--- src/rtl/key_evt_arb_if.sv ---
// Handshake and status bundle between the key-event arbiter and its consumer.
// master drives the requests/ready/clear; slave (the arbiter) drives the event and flags.
interface key_evt_arb_if;
    logic [3:0] key_pulse;
    logic       evt_ready;
    logic       ovf_clr;
    logic       evt_valid;
    logic [1:0] evt_code;
    logic [3:0] pend;
    logic [3:0] ovf;
    logic       busy;

    modport master (
        output key_pulse,
        output evt_ready,
        output ovf_clr,
        input  evt_valid,
        input  evt_code,
        input  pend,
        input  ovf,
        input  busy
    );

    modport slave (
        input  key_pulse,
        input  evt_ready,
        input  ovf_clr,
        output evt_valid,
        output evt_code,
        output pend,
        output ovf,
        output busy
    );
endinterface

--- src/rtl/key_evt_arb.sv ---
// Round-robin arbiter that turns one-cycle key pulses into valid/ready events,
// with sticky overflow flags and an enforced idle gap after each accepted event.
module key_evt_arb #(
    parameter int unsigned N_KEYS     = 4,
    parameter int unsigned GAP_CYCLES = 9000
) (
    input logic          clk,
    input logic          rst_n,
    key_evt_arb_if.slave bus
);

    localparam int unsigned CW = $clog2(N_KEYS);
    localparam logic [31:0] GAP_LAST = (GAP_CYCLES == 0) ? 32'd0 : 32'(GAP_CYCLES - 1);

    typedef enum logic [1:0] {
        IDLE  = 2'd0,
        VALID = 2'd1,
        GAP   = 2'd2
    } state_t;

    state_t              state_q, state_d;
    logic [CW-1:0]       code_q, code_d;
    logic [CW-1:0]       last_q, last_d;
    logic [N_KEYS-1:0]   pend_q, pend_d;
    logic [N_KEYS-1:0]   ovf_q, ovf_d;
    logic [31:0]         gap_q, gap_d;

    logic                hs;
    logic [N_KEYS-1:0]   served;
    logic [N_KEYS-1:0]   ovf_set;
    logic [CW-1:0]       rr_cand;
    logic [CW-1:0]       rr_idx;
    logic                rr_found;

    // A handshake can only exist while the event is actually presented.
    assign hs      = (state_q == VALID) && bus.evt_ready;
    assign served  = hs ? (N_KEYS'(1) << code_q) : '0;

    // A press arriving in the serving cycle re-arms the flag; any other
    // press onto a still-pending key is dropped and flagged.
    assign pend_d  = (pend_q & ~served) | bus.key_pulse;
    assign ovf_set = bus.key_pulse & pend_q & ~served;
    assign ovf_d   = (bus.ovf_clr ? '0 : ovf_q) | ovf_set;

    always_comb begin
        // NOTE: every variable assigned in always_comb gets a default first, so no
        // path leaves it holding its old value and no latch is inferred.
        rr_found = 1'b0;
        rr_idx   = '0;
        rr_cand  = '0;
        for (int k = 0; k < N_KEYS; k++) begin
            rr_cand = last_q + CW'(k + 1);
            if (!rr_found && pend_q[rr_cand]) begin
                rr_found = 1'b1;
                rr_idx   = rr_cand;
            end
        end
    end

    always_comb begin
        state_d = state_q;
        code_d  = code_q;
        last_d  = last_q;
        gap_d   = 32'd0;
        case (state_q)
            IDLE: begin
                if (rr_found) begin
                    state_d = VALID;
                    code_d  = rr_idx;
                end
            end
            VALID: begin
                if (bus.evt_ready) begin
                    last_d  = code_q;
                    state_d = (GAP_CYCLES == 0) ? IDLE : GAP;
                end
            end
            GAP: begin
                if (gap_q == GAP_LAST) begin
                    state_d = IDLE;
                end else begin
                    gap_d = gap_q + 32'd1;
                end
            end
            default: begin
                state_d = IDLE;
            end
        endcase
    end

    // NOTE: sequential state uses non-blocking assignments so every register
    // samples pre-edge values regardless of statement order.
    always_ff @(posedge clk) begin
        if (!rst_n) begin
            state_q <= IDLE;
            code_q  <= '0;
            last_q  <= CW'(N_KEYS - 1);
            pend_q  <= '0;
            ovf_q   <= '0;
            gap_q   <= 32'd0;
        end else begin
            state_q <= state_d;
            code_q  <= code_d;
            last_q  <= last_d;
            pend_q  <= pend_d;
            ovf_q   <= ovf_d;
            gap_q   <= gap_d;
        end
    end

    assign bus.evt_valid = (state_q == VALID);
    assign bus.evt_code  = code_q;
    assign bus.pend      = pend_q;
    assign bus.ovf       = ovf_q;
    assign bus.busy      = (state_q != IDLE);

endmodule

--- src/flat_wrapper.sv ---
// flat-port wrapper written by rule: the top's interface ports become plain ports
module key_evt_arb_flat 
#(
    parameter int unsigned N_KEYS     = 4,
    parameter int unsigned GAP_CYCLES = 9000
)
  (clk, rst_n, bus_key_pulse, bus_evt_ready, bus_ovf_clr, bus_evt_valid, bus_evt_code, bus_pend, bus_ovf, bus_busy);
  key_evt_arb_if bus_i ();
  input logic clk;
  input logic rst_n;
  input wire logic [$bits(bus_i.key_pulse)-1:0] bus_key_pulse;
  input wire logic [$bits(bus_i.evt_ready)-1:0] bus_evt_ready;
  input wire logic [$bits(bus_i.ovf_clr)-1:0] bus_ovf_clr;
  output wire logic [$bits(bus_i.evt_valid)-1:0] bus_evt_valid;
  output wire logic [$bits(bus_i.evt_code)-1:0] bus_evt_code;
  output wire logic [$bits(bus_i.pend)-1:0] bus_pend;
  output wire logic [$bits(bus_i.ovf)-1:0] bus_ovf;
  output wire logic [$bits(bus_i.busy)-1:0] bus_busy;
  assign bus_i.key_pulse = bus_key_pulse;
  assign bus_i.evt_ready = bus_evt_ready;
  assign bus_i.ovf_clr = bus_ovf_clr;
  assign bus_evt_valid = bus_i.evt_valid;
  assign bus_evt_code = bus_i.evt_code;
  assign bus_pend = bus_i.pend;
  assign bus_ovf = bus_i.ovf;
  assign bus_busy = bus_i.busy;
  key_evt_arb #(.N_KEYS(N_KEYS), .GAP_CYCLES(GAP_CYCLES)) u_core (.clk(clk), .rst_n(rst_n), .bus(bus_i));
endmodule
--- config.mk ---
export PLATFORM = sky130hd
export DESIGN_NAME = key_evt_arb_flat
export DESIGN_NICKNAME = d
export VERILOG_FILES = /design/src/rtl/key_evt_arb_if.sv /design/src/rtl/key_evt_arb.sv /design/src/flat_wrapper.sv
export SDC_FILE = /design/constraint.sdc
export NUM_CORES = 1
export LEC_CHECK = 0
export ABC_CLOCK_PERIOD_IN_PS = 3700
export BUFFER_PORTS_ARGS = -buffer_cell sky130_fd_sc_hd__buf_2
export CORE_UTILIZATION = 30
export CTS_BUF_LIST = sky130_fd_sc_hd__clkbuf_16
export CTS_CLUSTER_SIZE = 10
export DETAILED_ROUTE_END_ITERATION = 10
export MAX_ROUTING_LAYER = met4
export SYNTH_ARGS = -nofsm -noshare
export SYNTH_HDL_FRONTEND = slang
export SYNTH_SLANG_ARGS = --single-unit
--- constraint.sdc ---
create_clock -name clk -period 3.7 [get_ports clk]
set_input_delay 0 -clock clk [delete_from_list [all_inputs] [get_ports clk]]
set_output_delay 0 -clock clk [all_outputs]
set_load 0.02 [all_outputs]
---- Word-level counts from Yosys, hierarchy flattened ----
Cells that the tools add are included.
storage, ports and cells
  logic and storage cells ................. 64
  output and inout bits ................... 12
  input port bits ......................... 8
  register bits after elaboration ......... 46
operators by class
  add/sub/neg operators ................... 4
  shift-type cells ........................ 1
  $lt $le $gt $ge ......................... 4
  multiplexer cells ....................... 22
  reductions and logical operators ........ 13
  eq/ne operators ......................... 6
  bitwise gates (word level) .............. 8
operators with widths
  cell                                                                     count
  32-bit by 1-bit adder with 32-bit output, second input constant          1
  32-bit by 14-bit == test with 1-bit output, second input constant        1
  2-bit 2-to-1 mux                                                         7
  4-bit AND                                                                3
  2-bit by 3-bit < comparator with 1-bit output, second input constant     4
  1-bit binary-select mux with 2-bit select                                4
  1-bit 2-to-1 mux                                                         8
  4-bit 2-to-1 mux                                                         2
  4-bit bitwise OR                                                         2
  2-bit case mux with 3 select lines                                       1
  2-bit adder, second input constant                                       2
  1-bit logical AND                                                        4
  2-bit by 1-bit inequality test with 1-bit output, second input constant  2
  4-bit inverter                                                           1
  2-bit AND reduction                                                      2
  1-bit by 2-bit << shifter with 4-bit output, first input constant        1
  1-bit logical NOT                                                        3
  3-bit AND reduction                                                      1
  3-bit OR reduction                                                       1
  2-bit by 1-bit adder with 2-bit output, second input constant            1
  2-bit by 1-bit == test with 1-bit output, second input constant          1
  2-bit == test, second input constant                                     1
  2-bit logical NOT                                                        1
  2-bit inequality test, second input constant                             1
  other kinds (2)                                                          3

---- Longest topological paths before layout ----
Gate-level depths: netlist of run 1.
  depth in word-level cells ............... 15
  depth in mapped cells ................... 6
  depth with buffers taken out ............ 5

---- Worst setup path after synthesis of run 1 ----
OpenSTA, ideal clock, no wires.
  path kind ............................... register -> register
  start point ............................. register u_core.gap_q[0]
  end point ............................... register u_core.gap_q[30]
  path buffers ............................ 1
  data arrival time ....................... 1.533 ns
  clock period less this slack ............ 1.604 ns
  setup slack ............................. 2.096 ns
  library setup time ...................... 0.072 ns
  required time ........................... 3.628 ns
  stages on the path, launching flop included .. 7
  cells stage by stage .................... dfxtp_1 -> ha_1 -> and4_1 -> nand2_1 -> buf_2 -> nor4_1 -> mux2i_1
on the way
  cells in the longest elaborated chain, start to end .. 2
  elaborated cells between the ends (all ways) .. 3
  those cells by class .................... add/sub: 1; eq/ne: 1; reduce/logical: 1
ends and longest elaborated chain
  what                                                                              line                text
  start: declaration                                                                key_evt_arb.sv:26   logic [31:0] gap_q, gap_d;
  start signal: assignment                                                          key_evt_arb.sv:107  gap_q <= gap_d;
  branches (longest 2 deep; another with 32-bit by 1-bit adder with 32-bit output)  --
Several ways; the timed one is not identified.
A chain may end at the register's enable or synchronous reset.

---- Worst setup path after layout of run 1 ----
  start point ............................. register u_core.gap_q[0]
  end point ............................... register u_core.gap_q[26]
The elaborated chain is that of the path after synthesis.

==> results of run 1 <==
[layout by cell type (no fill, tap or decap), types with 2 or more instances in the layout]
| master | Yosys | final |
|---|---|---|
| a21oi_1 | 21 | 21 |
| a21oi_2 | 2 | 2 |
| a31oi_1 | 4 | 4 |
| and2_1 | 4 | 4 |
| and3_1 | 4 | 4 |
| and4_1 | 6 | 6 |
| buf_2 | 3 | 19 |
| clkbuf_16 | 0 | 5 |
| dfxtp_1 | 46 | 46 |
| dlygate4sd3_1 | 0 | 5 |
| inv_1 | 10 | 10 |
| nand2_1 | 21 | 21 |
| nand2b_1 | 3 | 3 |
| nand3_1 | 11 | 11 |
| nand3_2 | 2 | 2 |
| nand3b_1 | 2 | 2 |
| nand4_1 | 7 | 7 |
| nand4_4 | 2 | 2 |
| nor2_1 | 27 | 27 |
| nor2b_1 | 3 | 3 |
| nor4_1 | 7 | 7 |
| o211ai_1 | 3 | 3 |
| o21ai_0 | 12 | 12 |
| o221ai_1 | 2 | 2 |
| o31ai_1 | 10 | 10 |
| or3_1 | 6 | 6 |
| or4_1 | 10 | 10 |
| xnor2_1 | 5 | 5 |
| xor2_1 | 7 | 7 |
[per-stage QoR]
stage	util	setup WS [ns]	power (W)	cells	cell area (um^2)
after floorplan	-	2.096	0.0005976	262	2241
after detailed placement	0.3334	1.624	0.0006278	373	2419
after global placement	0.3334	1.646	0.0006272	373	2419
final	0.3636	1.627	0.001129	386	2638
after global routing	0.3636	1.358	0.001181	386	2638
after CTS	0.3636	1.614	0.001143	386	2638
[registers in the layout, summed over array words and instances, names as in the netlist]
name	flops
u_core.bus.evt_code	2
u_core.bus.ovf	4
u_core.bus.pend	4
u_core.gap_q	32
u_core.last_q	2
u_core.state_q	2
[routing by layer]
layer  global-route usage  part of all wire
met4              0.04545            0.0093
met5                    -                 0
met2               0.2217              0.48
met3              0.02519             0.035
met1               0.1621              0.48
[power groups by stage]
stage / registers (W) / clock network, W / logic (W)
6_report: 0.000528 / 0.000509 / 0.0000920
5_1_grt: 0.000531 / 0.000547 / 0.000103
4_1_cts: 0.000528 / 0.000522 / 0.0000930
3_5_place_dp: 0.000539 / 0 / 0.0000885
3_3_place_gp: 0.000539 / 0 / 0.0000881
2_1_floorplan: 0.000547 / 0 / 0.0000506
[logic make-up (layout without fill, tap and decap cells)]
| group | after synthesis | after routing | share of synthesized area |
|---|---|---|---|
| compound gates | 60 | 60 | 0.1642 |
| xor+xnor | 12 | 12 | 0.04690 |
| fa+ha+maj | 1 | 1 | 0.005583 |
| buf+inv | 18 | 43 | 0.04020 |
| flops | 46 | 46 | 0.4109 |
| mux | 1 | 1 | 0.004467 |
| simple gates | 124 | 124 | 0.3278 |
[worst paths after layout]
| check | end | slack, ns | depth (start not counted) |
|---|---|---|---|
| worst min-delay path | u_core.bus.ovf[1] | 0.03 | 3 |
| worst max-delay path | u_core.gap_q[26] | 1.63 | 6 |
| worst max register to register | u_core.gap_q[26] | 1.63 | 6 |
| worst min register to register | u_core.gap_q[0] | 0.46 | 1 |
[worst max-delay path, stage by stage, from the launching register on]
cell and delay (ns):
dfxtp_1 0.37, ha_1 0.23, and3_1 0.22, nand4_1 0.14, o21ai_2 0.59, buf_4 0.35
a21oi_1 0.06
[layout make-up]
cell class,count,area [um^2],share of cell area
sequential,46,920.9,0.3491
clock buffer,5,125.1,0.04744
timing repair buffer,25,152.6,0.05787
inverter,10,37.54,0.01423
clock inverter,3,43.79,0.01660
tap,99,123.9,0.04696
multi-input combinational,198,1234,0.4677
==> metrics.md, run 1 <==
| Metric | Value |
|---|---|
| DIE WIDTH | 88.43 um |
| PortBufs | 19 |
| Post-synthesis cell type count | 47 |
| Tot GR Track Use | 0.1335 |
| I/O pins | 20 |
| Cell with the most instances after synthesis | dfxtp_1 |
| Synthesis-to-layout area growth | 17.70% |
| Main flop type after synthesis | dfxtp_1 |
| RSZ-0062 raised after global routing | no |
| H-tree Lvls | 2 |
| # clock sinks | 46 |
| Final min period | a little over 2 ns |
| Clock-pin slew on the worst setup and hold paths | 0.06 ns |
| Share of the synthesized area in the top cell type | 0.4109 |
| Synth cell count leaders | 46 x dfxtp_1, 27 x nor2_1, 21 x a21oi_1, 21 x nand2_1, 12 x o21ai_0 |
| Fill cells | 759 |
| Synth async-reset ratio | 0 |
| Sequential area share after synthesis | 0.4109 |
| Final hold slack | 0.03160 ns |
| First-pass GRT wire length | 8079 um |
| F_max | 0.4824 GHz |
| Seq cells post-synth | 46 |
| Clk buf depth | 2 |
| Core ar. | 7253 um^2 |
| Die ar. | 7819 um^2 |
| Syn nets | 271 |
| Logic pwr share | 0.081 |
| Critical path class | reg2reg |
| Sw Pwr | 0.0002623 W |
| Min-delay src | bus_ovf_clr |
| Die Ht | 88.43 um |
| Hold Vio Cnt, Final | 0 |
| Number of remaining DRC errors | 0 |
| Worst Path Arrival | 2.23 ns |
| Overflow after GRT | 0 |
| Top cells by area, synth | dfxtp_1 41%, a21oi_1 4.7%, nor2_1 4.5%, nand2_1 3.5%, o31ai_1 3.4% |
| CTS tree | yes |
| Antenna-violating nets left | 0 |
| Clock insertion delay at the later pin of the skew report | 0.28 ns |
| Switching Fraction | 0.2323 |
| Max-cap viol count | 0 |
| Vias post-DR | 1991 |
| Antenna violations before repair | 0 |
| FP Rows | 31 |
| Pwr Density | 428.1 nW/um^2 |
| TNS Setup | 0 ns |
| Post-cts resize count | 0 |
| Post CTS Setup Buffer Count | 0 |
| Worst Setup Start Kind | flip-flop |
| Netlist Area Pre-Place | 2241 um^2 |
| Initial core utilization | 0.3090 |
| EDFF count, synth | 0 |
| Vias in the first global route | 1818 |
| CTS hold repair buffers | 5 |
| DRT iter0 DRCs | 66 |
| Leakage power | just under 0.9 nW |
| Layout Skew | approximately 0.0062 ns |
| DR WL/cell | 12.32 um |
| Layout cells sized above 1 | 0.1359 |
| Post-DP HPWL | 3358 um |
| Maximum vdd drop | 0.0002006 V |
| CP Launch Point | u_core.gap_q[0] |
| Total CTS buffers | 5 |
| Hold WC Path Type | in2reg |
| Slew Limit Fails | 0 |
| Synth Instances | 262 |
| Dominant cell type by area after synthesis | dfxtp_1 |
| Crit-path max FO | 17 |
| CP Data Required Time | 3.86 ns |
| Maximum number of pins on one net before global-route repair | 18 |
| Net count, final | 295 |
| DR vias/cell | a little over 5 |
| Sequential share of power | 0.468 |
| Routability congestion estimate | 0.7483 |
| N_diodes | 0 |
| Root Buffer | clkbuf_16 |
| Reg2reg start | u_core.gap_q[0] |
| DRT Pass-1 Iters | 4 |
| Yosys warning total | 0 |
| Tcrit/Tclk final | 0.5603 |
| Final setup viols | 0 |
| Total wire length | 4754 um |
| Least-Margin Pin Slew | 0.6668 ns |
| Synthesized area per cell | 8.553 um^2 |
| CP Capture Type | flip-flop |
| Power share of the clock group | 0.451 |
| Cell internal pwr | 0.0008668 W |
| Outcome | finished clean |
| Slew Limit Headroom | 0.5554 |
Power figures use the tool's default switching activity.
==> inputs of run 2 (changes only) <==
ABC_CLOCK_PERIOD_IN_PS = 2000   (was 3700)
clock period = 2 ns   (was 3.7 ns; I/O delays follow)
==> run 2 against run 1 <==
Clock power up 80%; worst hold slack improved by 0.0032 ns; non-clock buffer count increased by 3; die area unchanged; count of clock-buffer cells in the layout unchanged; critical path type unchanged; cell count grew 0.78%; sequential cell count is the same; largest cell class unchanged; register-to-register slack got worse by 1.4 ns.
==> metrics.md, run 2 (synthesis gave the netlist of run 1 again) <==
| Metric | Value |
|---|---|
| Total placed cells including tap cells | 376 (was 373) |
| H-tree Lvls | 2 (unchanged) |
| WL met3 | 157 um (was 166 um) |
| Final core occ | 0.3662 (was 0.3636) |
| Slew Limit Fails | 0 (unchanged) |
| Maximum number of pins on one net before global-route repair | 24 (was 18) |
| R2r setup slk | 0.19 ns (was 1.63 ns) |
| RSZ-0062 raised after global routing | no (unchanged) |
| Initial core utilization | 0.3090 (unchanged) |
| CP Data Required Time | 2.22 ns (was 3.86 ns) |
| Multi-input gate area | 1236 um^2 (was 1234 um^2) |
| PortBufs | 19 (unchanged) |
| Post-Layout Cell Count | 389 (was 386) |
| DR WL/cell | 12.80 um (was 12.32 um) |
| Post-DP HPWL | 3475 um (was 3358 um) |
| Net count, final | 298 (was 295) |
| Layout cells sized above 1 | 0.1414 (was 0.1359) |
| Commonest cells after routing, fill and taps aside | 46 x dfxtp_1, 27 x nor2_1, 21 x a21oi_1 (was 46 x dfxtp_1, 27 x nor2_1, 21 x nand2_1, 21 x a21oi_1, 19 x buf_2) |
| Post CTS Setup Buffer Count | 0 (unchanged) |
| Hold endpoint | u_core.bus.ovf[0] (was u_core.bus.ovf[1]) |
| DRT iter0 DRCs | 128 (was 66) |
| Total wire length | 4980 um (was 4754 um) |
| Fill cells | 742 (was 759) |
| Min-delay src | bus_ovf_clr (unchanged) |
| Reg with most FFs | u_core.gap_q (unchanged) |
| Number of remaining DRC errors | 0 (unchanged) |
| RR Endpoint | u_core.gap_q[22] (was u_core.gap_q[26]) |
| Met1 wire length | 2533 um (was 2266 um) |
| DR vias/cell | 5.170 (was 5.158) |
| Overflow after GRT | 0 (unchanged) |
| I/O pins | 20 (unchanged) |
| Tcrit/Tclk final | 0.9057 (was 0.5603) |
| Layout Skew | 0.007496 ns (was 0.006153 ns) |
| CP Capture Type | flip-flop (unchanged) |
| Least-Margin Pin Slew | 0.4578 ns (was 0.6668 ns) |
| Clk buf depth | 2 (unchanged) |
| Commonest non-fill, non-tap cell in the layout | dfxtp_1 (unchanged) |
| # clock sinks | 46 (unchanged) |
| Vias in the first global route | 1807 (was 1818) |
| Clock insertion delay at the later pin of the skew report | 0.28 ns (about the same) |
| Hold Vio Cnt, Final | 0 (unchanged) |
| TNS Setup | 0 ns (unchanged) |
| Root Buffer | clkbuf_16 (unchanged) |
| Antenna violations before repair | 0 (unchanged) |
| Reg2reg start | u_core.gap_q[0] (unchanged) |
| Reg2Reg Depth | 5 (was 6) |
| N_diodes | 0 (unchanged) |
| DIE WIDTH | 88.43 um (unchanged) |
| FP Rows | 31 (unchanged) |
| Max reg flops | 32 (unchanged) |
| First-pass GRT wire length | 8183 um (was 8079 um) |
| Total CTS buffers | 5 (unchanged) |
| FF/Latch Area | 920.9 um^2 (unchanged) |
| Final hold slack | 0.03480 ns (was 0.03160 ns) |
| Critical path class | reg2reg (unchanged) |
| Uppermost routed layer | met4 (unchanged) |
| Core ar. | 7253 um^2 (unchanged) |
| Maximum vdd drop | 0.0004057 V (was 0.0002006 V) |
| Crit-path max FO | 15 (was 17) |
| Metal2 WL | 2239 um (was 2276 um) |
| Final min period | 1.811 ns (was 2.073 ns) |
| Leakage power | 0.9125 nW (was 0.8941 nW) |
| CTS tree | yes (unchanged) |
| Clock-pin slew on the worst setup and hold paths | 0.06 ns (about the same) |
| F_max | 0.5521 GHz (was 0.4824 GHz) |
| Max-cap viol count | 0 (unchanged) |
| Routability congestion estimate | 0.8051 (was 0.7483) |
| Worst hold path cell count | 3 (unchanged) |
| Worst Setup Start Kind | flip-flop (unchanged) |
| Slew Limit Headroom | 0.6941 (was 0.5554) |
| Tot GR Track Use | 0.1383 (was 0.1335) |
| Final setup viols | 0 (unchanged) |
| Synthesis-to-layout area growth | 18.54% (was 17.70%) |
| Pwr Density | 779.9 nW/um^2 (was 428.1 nW/um^2) |
| Hold WC Path Type | in2reg (unchanged) |
| Worst Path Arrival | 2.03 ns (was 2.23 ns) |
| Vias post-DR | 2011 (was 1991) |
| Outcome | finished clean (unchanged) |
| DRT Pass-1 Iters | 5 (was 4) |
| Die ar. | 7819 um^2 (unchanged) |
| Antenna-violating nets left | 0 (unchanged) |
| Die Ht | 88.43 um (unchanged) |
-- run 2: cell count changes in the layout (fill, tap and decap cells not counted) --
cell / previous run / this run
nand2_1: 21 / 20
nand2_2: 0 / 1
clkinv_2: 1 / 0
inv_1: 10 / 12
buf_4: 1 / 4
inv_6: 1 / 0
-- run 2: how the worst max path moves through the flow --
stage	slack, ns	start	cells past startpoint	to
after floorplan	0.40	u_core.gap_q[0]	6	u_core.gap_q[30]
after CTS	0.05	u_core.gap_q[0]	5	u_core.gap_q[22]
final	0.19	u_core.gap_q[0]	5	u_core.gap_q[22]
after global routing	0.03	u_core.gap_q[0]	5	u_core.gap_q[22]
after global placement	0.14	u_core.gap_q[0]	5	u_core.gap_q[18]
after detailed placement	0.08	u_core.gap_q[0]	5	u_core.gap_q[18]
-- run 2: cell type report --
class / count / share of cell area
clock buffer: 5 / 0.04710
clock inverter: 3 / 0.01413
inverter: 10 / 0.01413
tap: 99 / 0.04663
sequential: 46 / 0.3467
timing repair buffer: 28 / 0.06594
multi-input combinational: 198 / 0.4654
-- run 2: critical path, stage by stage, from the launching register on --
cell and delay (ns):
dfxtp_1 0.36, ha_1 0.23, and4_1 0.31, nand2_2 0.19, or4_1 0.50, a21oi_1 0.15
-- run 2: per-stage QoR --
stage               power, W  instance area, um^2  worst slack, ns
global placement    0.001162                 2441           0.1404
global route        0.002163                 2656          0.02754
finish              0.002072                 2656           0.1886
floorplan           0.001106                 2241           0.3955
CTS                 0.002092                 2654          0.04972
detailed placement  0.001167                 2441          0.07789
-- run 2: per-layer routing --
layer | vias up | GRT usage
met5 | - | -
met4 | 0 | 0.03666
met3 | 6 | 0.03545
met2 | 37 | 0.2308
met1 | 938 | 0.1653
li1 | 1030 | -
-- run 2: power by group --
group | internal (W) | switching (W)
Combinational | 0.0000699 | 0.000104
Sequential | 0.000943 | 0.0000359
Clock | 0.000581 | 0.000337
-- run 2: timing repair --
item	CTS	global route
endpoints found under the setup margin	0	5
resized for setup	0	1
endpoints found under the hold margin	9	0
hold buffers	5	0
